File: src/rtl/led_counter_ctl_pkg.sv
// Shared definitions for the LED counter controller.
//   - Button indices into the 4-bit BTTN bus.
//   - Encodings of the MODE and DIR status outputs.
package led_counter_ctl_pkg;

  localparam int NUM_BTN  = 4;

  localparam int BTN_STEP = 0;
  localparam int BTN_MODE = 1;
  localparam int BTN_DIR  = 2;
  localparam int BTN_CLR  = 3;

  typedef enum logic {
    MODE_RUN  = 1'b0,
    MODE_STEP = 1'b1
  } mode_e;

  typedef enum logic {
    DIR_UP   = 1'b0,
    DIR_DOWN = 1'b1
  } dir_e;

endpackage

File: src/rtl/pb_sync_debounce.sv
// Push-button synchroniser and debouncer.
// A 2-FF synchroniser feeds a stability counter. The accepted state flips only
// after the synchronised input has disagreed with it for 2**DB_BITS
// consecutive cycles. The latency from a clean raw edge to the flip is
// 2 + 2**DB_BITS cycles.
// Ports:
//   CLK       in  system clock
//   RST_N     in  synchronous active-low reset
//   PB        in  raw asynchronous button, active-high
//   PB_state  out debounced level (0 = released)
//   PB_down   out one-cycle pulse on the 0->1 flip of PB_state
//   PB_up     out one-cycle pulse on the 1->0 flip of PB_state
module pb_sync_debounce #(
  parameter int DB_BITS = 5
) (
  input  logic CLK,
  input  logic RST_N,
  input  logic PB,
  output logic PB_state,
  output logic PB_down,
  output logic PB_up
);

  logic               sync1_q, sync2_q;
  logic               state_q, state_d;
  logic               down_q, up_q;
  logic [DB_BITS-1:0] cnt_q, cnt_d;
  logic               flip;

  // NOTE: every variable gets a default before any branch, so no path leaves
  // it unassigned and no latch is inferred.
  always_comb begin
    flip    = 1'b0;
    state_d = state_q;
    cnt_d   = '0;
    if (sync2_q != state_q) begin
      if (&cnt_q) begin
        flip    = 1'b1;
        state_d = ~state_q;
      end else begin
        cnt_d = cnt_q + 1'b1;
      end
    end
  end

  // NOTE: state uses non-blocking assignments so every register samples the
  // pre-edge value of the others (the synchroniser chain depends on this).
  always_ff @(posedge CLK) begin
    if (!RST_N) begin
      sync1_q <= 1'b0;
      sync2_q <= 1'b0;
      state_q <= 1'b0;
      cnt_q   <= '0;
      down_q  <= 1'b0;
      up_q    <= 1'b0;
    end else begin
      sync1_q <= PB;
      sync2_q <= sync1_q;
      state_q <= state_d;
      cnt_q   <= cnt_d;
      down_q  <= flip & ~state_q;
      up_q    <= flip & state_q;
    end
  end

  assign PB_state = state_q;
  assign PB_down  = down_q;
  assign PB_up    = up_q;

endmodule

File: src/rtl/led_counter_ctl.sv
// LED counter controller: modulo-MODULUS up/down counter in free-run or
// single-step mode, driving binary and Gray LED banks and an activity
// indicator. Single clock; the prescaler and debouncers only produce enables.
// Ports:
//   CLK        in  system clock
//   RST_N      in  synchronous active-low reset
//   BTTN[3:0]  in  raw buttons: [0] step, [1] mode, [2] direction, [3] clear
//   LEDS       out binary count (registered)
//   LEDS_Gray  out Gray code of the count
//   ACT_LED    out activity indicator, active-low
//   MODE       out 0 = run, 1 = step
//   DIR        out 0 = up, 1 = down
//   WRAP       out one-cycle pulse when the count wraps
module led_counter_ctl
  import led_counter_ctl_pkg::*;
#(
  parameter int WIDTH    = 10,
  parameter int MODULUS  = 2 ** WIDTH,
  parameter int DIV_BITS = 23,
  parameter int DB_BITS  = 5
) (
  input  logic             CLK,
  input  logic             RST_N,
  input  logic [3:0]       BTTN,
  output logic [WIDTH-1:0] LEDS,
  output logic [WIDTH-1:0] LEDS_Gray,
  output logic [2:0]       ACT_LED,
  output logic             MODE,
  output logic             DIR,
  output logic             WRAP
);

  localparam logic [WIDTH-1:0] MAX_CNT = WIDTH'(MODULUS - 1);

  logic [NUM_BTN-1:0] pb_state, pb_down, pb_up;

  for (genvar b = 0; b < NUM_BTN; b++) begin : g_db
    pb_sync_debounce #(.DB_BITS(DB_BITS)) u_db (
      .CLK      (CLK),
      .RST_N    (RST_N),
      .PB       (BTTN[b]),
      .PB_state (pb_state[b]),
      .PB_down  (pb_down[b]),
      .PB_up    (pb_up[b])
    );
  end

  // Only the clear level and the press pulses are consumed here.
  logic unused_pb;
  assign unused_pb = ^{pb_up, pb_state[BTN_DIR:BTN_STEP]};

  logic [DIV_BITS-1:0] div_q;
  logic [2:0]          act_q;
  logic [WIDTH-1:0]    count_q, count_d;
  logic                wrap_q, wrap_d;
  mode_e               mode_q, mode_d;
  dir_e                dir_q, dir_d;
  logic                run_tick, count_ev;

  assign run_tick = &div_q;

  // Count event and toggles all look at the registered MODE/DIR, so a toggle
  // landing in the same cycle as a count event only affects later events.
  always_comb begin
    count_d  = count_q;
    wrap_d   = 1'b0;
    count_ev = (mode_q == MODE_RUN) ? run_tick : pb_down[BTN_STEP];
    if (pb_state[BTN_CLR]) begin
      count_d = '0;
    end else if (count_ev) begin
      if (dir_q == DIR_UP) begin
        if (count_q == MAX_CNT) begin
          count_d = '0;
          wrap_d  = 1'b1;
        end else begin
          count_d = count_q + 1'b1;
        end
      end else begin
        if (count_q == '0) begin
          count_d = MAX_CNT;
          wrap_d  = 1'b1;
        end else begin
          count_d = count_q - 1'b1;
        end
      end
    end
    mode_d = pb_down[BTN_MODE] ? mode_e'(~mode_q) : mode_q;
    dir_d  = pb_down[BTN_DIR]  ? dir_e'(~dir_q)   : dir_q;
  end

  always_ff @(posedge CLK) begin
    if (!RST_N) begin
      div_q   <= '0;
      act_q   <= '0;
      count_q <= '0;
      wrap_q  <= 1'b0;
      mode_q  <= MODE_RUN;
      dir_q   <= DIR_UP;
    end else begin
      div_q   <= div_q + 1'b1;
      if (run_tick) act_q <= act_q + 1'b1;
      count_q <= count_d;
      wrap_q  <= wrap_d;
      mode_q  <= mode_d;
      dir_q   <= dir_d;
    end
  end

  assign LEDS      = count_q;
  assign LEDS_Gray = count_q ^ (count_q >> 1);
  assign ACT_LED   = {~act_q[0], ~act_q[1], ~act_q[2]};
  assign MODE      = mode_q;
  assign DIR       = dir_q;
  assign WRAP      = wrap_q;

endmodule

File: config.mk
export PLATFORM = sky130hd
export DESIGN_NAME = led_counter_ctl
export DESIGN_NICKNAME = d
export VERILOG_FILES = /design/src/rtl/led_counter_ctl_pkg.sv /design/src/rtl/pb_sync_debounce.sv /design/src/rtl/led_counter_ctl.sv
export SDC_FILE = /design/constraint.sdc
export NUM_CORES = 1
export LEC_CHECK = 0
export CORE_MARGIN = 5
export CORE_UTILIZATION = 45
export CTS_BUF_LIST = sky130_fd_sc_hd__clkbuf_4 sky130_fd_sc_hd__clkbuf_8
export DETAILED_ROUTE_END_ITERATION = 8
export DONT_BUFFER_PORTS = 1
export HOLD_SLACK_MARGIN = 0.02
export MAX_ROUTING_LAYER = met4
export PLACE_DENSITY = 0.74
export SYNTH_ARGS = -nofsm -noshare
export SYNTH_HDL_FRONTEND = slang
export SYNTH_SLANG_ARGS = --single-unit
File: constraint.sdc
create_clock -name CLK -period 1.84 [get_ports CLK]
set_input_delay 0.368 -clock CLK [delete_from_list [all_inputs] [get_ports CLK]]
set_output_delay 0.368 -clock CLK [all_outputs]
set_load 0.05 [all_outputs]
==> results.json <==
{
  "cp-end-kind": "flop",
  "slowest_stage": "dfxtp_4",
  "antenna_left": 0,
  "cp_common_cell": "buf_4",
  "skew_ns": 0.00609,
  "tns_ns": 0,
  "diodes": 0,
  "p_leak_nw": 1.96,
  "rrSetupSlack_ns": 0.05,
  "r2r-end": "LEDS[1]$_SDFFE_PP0P_",
  "rr_startpoint": "LEDS[2]$_SDFFE_PP0P_",
  "synthDistinctLibCells": 51,
  "drc_errors": 0,
  "first_pass_iters": 4,
  "htreeDepth": 3,
  "crit_path_max_incr_delay_ns": 0.37,
  "dpl_cell_area_sq_um": 4170,
  "power_mw": 2.81,
  "nNetsFinal": 487,
  "areaGrowthSynthToFinish_pct": 21.2,
  "grt_pass1_wl_um": 12200,
  "cts_root_buffer": "clkbuf_8",
  "clock_latency_ns": 0.34,
  "clock_tree.buffer_depth": 2,
  "drive_gt1_share_pct": 24.7,
  "rr_worst_depth": 7,
  "viasPerCell": 5.14,
  "route.vias.total": 2875,
  "crit_path_max_fanout": 8,
  "min_period_ns": 1.79,
  "yosysWarnings": 0,
  "dp.final_hpwl_um": 5360,
  "cts_made_buffers": 9,
  "io_pins": 32,
  "fin_util_pct": 55.2,
  "dieArea_sq_um": 10100,
  "required_ns": 2.09,
  "syn_area_per_cell_sq_um": 9.29,
  "peakVddDrop_mv": 0.484,
  "cp_cell_sequence": "ha_1, and3_1, a21oi_4, buf_4, buf_4, a22oi_1, a211oi_1",
  "status": "completed",
  "critPathLaunchType": "flop",
  "synthFlopType": "dfxtp_1",
  "crit_start": "LEDS[2]$_SDFFE_PP0P_",
  "fmax_ghz": 0.559,
  "grtUsageTotal_pct": 15.5,
  "clkSinkCount": 74,
  "relSlewSlack_pct": 67.3,
  "synth_fp_nets": 435,
  "path_class": "flop to flop",
  "die_h_um": 101,
  "die_x_um": 101,
  "portBuffers": 0,
  "core_sq_um": 8090,
  "cts_tree": "done",
  "overflow": 0,
  "grt_pass1_vias": 2755,
  "slew_viol_final": 0,
  "synth-seq-area-share_pct": 40.2,
  "setup_viol": 0,
  "synth-seq-cells": 74,
  "place_inst": 535,
  "grt_max_degree": 51,
  "whs_ns": 0.154,
  "synth_area_sq_um": 3690,
  "synth-edff-count": 0,
  "wl_per_cell_um": 13.0,
  "ctsHoldBuffers": 0,
  "dp_slack_ns": -0.0190,
  "tightest_slew_ns": 0.490,
  "cap_violations": 0,
  "start_util_pct": 45.6,
  "fillers": 730,
  "drt-initial-drc-count": 96,
  "setup_slack_ns": 0.0502,
  "gp_congestion": 0.869,
  "num_rows": 33,
  "routed_wirelength_um": 7280,
  "netlist_instances": 397,
  "instances_no_fill": 559,
  "hold_path_class": "input pin to flop",
  "antenna_found_initial": 0,
  "powerDensity_nw_per_um2": 628,
  "arrival_ns": 2.04,
  "ys_async_sr_fraction_pct": 0,
  "endpoint": "LEDS[1]$_SDFFE_PP0P_",
  "fin_crit_sh_pct": 97.3,
  "hold_viol_final": 0,
  "final_area_sq_um": 4470,
  "clk_pin_slew_ns": 0.07
}
## layout by cell type, fill, tap and decap left out, types with 3 or more instances in the layout
cell,synthesis,layout
dfxtp_4,0,6
and4b_1,3,3
inv_1,27,25
a211oi_1,3,3
xor2_1,12,12
nand2_1,24,24
o21ai_0,7,7
and4_1,4,4
clkbuf_8,0,11
nor2_1,31,31
nand3b_1,6,6
a21boi_2,0,3
o211ai_1,3,3
xnor2_1,24,24
a31oi_1,5,5
nand3_1,21,18
ha_2,0,4
mux2i_1,7,7
dfxtp_1,74,58
dfxtp_2,0,10
ha_1,32,27
buf_4,2,50
nand4_1,6,6
and3_1,10,10
and2_1,34,34
nand3_2,1,4
nor2b_1,13,13
clkbuf_4,0,3
## how the worst min path moves through the flow
stage | startpoint | end | slack [ns] | cells past startpoint
5_1_grt | RST_N | div_q[9]$_SDFF_PN0_ | 0.14 | 1
4_1_cts | BTTN[0] | g_db[0].u_db.sync1_q$_SDFF_PN0_ | 0.14 | 1
6_report | BTTN[1] | g_db[1].u_db.sync1_q$_SDFF_PN0_ | 0.15 | 1
2_1_floorplan | g_db[0].u_db.sync1_q$_SDFF_PN0_ | g_db[0].u_db.sync2_q$_SDFF_PN0_ | 0.41 | 1
3_5_place_dp | g_db[0].u_db.sync1_q$_SDFF_PN0_ | g_db[0].u_db.sync2_q$_SDFF_PN0_ | 0.42 | 1
3_3_place_gp | g_db[0].u_db.sync1_q$_SDFF_PN0_ | g_db[0].u_db.sync2_q$_SDFF_PN0_ | 0.42 | 1
## layout make-up
cell class | count | area [sq um] | share of cell area, %
flip-flops and latches | 74 | 1520 | 33.9
well taps | 105 | 131 | 2.94
repair buffers | 53 | 418 | 9.35
clock inverters | 2 | 12.5 | 0.280
inverters | 27 | 101 | 2.27
multi-input cells | 284 | 2120 | 47.3
clock buffers | 14 | 174 | 3.89
## Yosys cell counts, types with 2 or more instances
cell type   n  area share, %
dfxtp_1    74             40
buf_4       2           0.41
a21oi_1     3           0.41
and2_1     34            5.8
nand4_1     6            1.0
o22ai_1     2           0.34
nor4_1      2           0.34
inv_1      27            2.7
nand2_1    24            2.4
nand3_1    21            2.9
ha_1       32             11
nor2_1     31            3.2
and4b_1     3           0.81
o21ai_0     7           0.95
mux2i_1     7            1.9
o211ai_1    3           0.61
a22oi_1     3           0.61
clkbuf_1    7           0.71
xnor2_1    24            5.7
o21ai_1     2           0.27
and3_1     10            1.7
a31oi_1     5           0.85
nand3b_1    6            1.2
nor2b_1    13            2.2
nor3b_1     2           0.41
o221a_1     2           0.61
a21boi_0    2           0.41
a211oi_1    3           0.61
and3_2      2           0.41
and4_1      4           0.95
buf_6       2           0.61
xor2_1     12            2.9
a311oi_1    2           0.48
## flip-flops by register name (all words and copies together), names as in the netlist, 3 cells and up
name                flops
LEDS                   10
act_q                   3
div_q                  23
g_db.u_db.PB_down       3
g_db.u_db.PB_state      4
g_db.u_db.cnt_q        20
g_db.u_db.sync1_q       4
g_db.u_db.sync2_q       4
## report_power, final
| group | switching (mW) | internal (mW) |
|---|---|---|
| sequential | 0.0119 | 1.61 |
| clock | 0.539 | 0.607 |
| combinational | 0.0172 | 0.0218 |
| total | 0.569 | 2.24 |
## critical path, delay by kind of cell, from the launching register on
kind | cells | cell delay (ns)
AOI/OAI and AO/OA | 3 | 0.61
DFF | 1 | 0.37
buffers and inverters | 2 | 0.26
and+or+nand+nor | 1 | 0.24
adders and majority gates | 1 | 0.21
## cell families after synthesis
group / after synthesis / synth area share [%]
and+or+nand+nor: 164 / 24.7
DFF: 74 / 40.2
AOI/OAI and AO/OA: 45 / 9.23
buffers and inverters: 39 / 4.61
xor gates and xnor gates: 36 / 8.55
adders and majority gates: 32 / 10.9
muxes: 7 / 1.90
## routing by layer
| layer | routed length, um | GRT usage, % | vias to the layer above |
|---|---|---|---|
| met1 | 3290 | 18.1 | 1338 |
| met4 | 197 | 7.46 | 0 |
| met2 | 3420 | 24.9 | 57 |
| met5 | 0 | - | - |
| li1 | - | - | 1462 |
| met3 | 365 | 3.74 | 18 |
## timing repair
action,4_1_cts,5_1_grt
gates resized for setup,3,15
buffers inserted,2,6
pin swaps,0,5
setup endpoints to repair,2,13
Power figures use the tool's default switching activity.
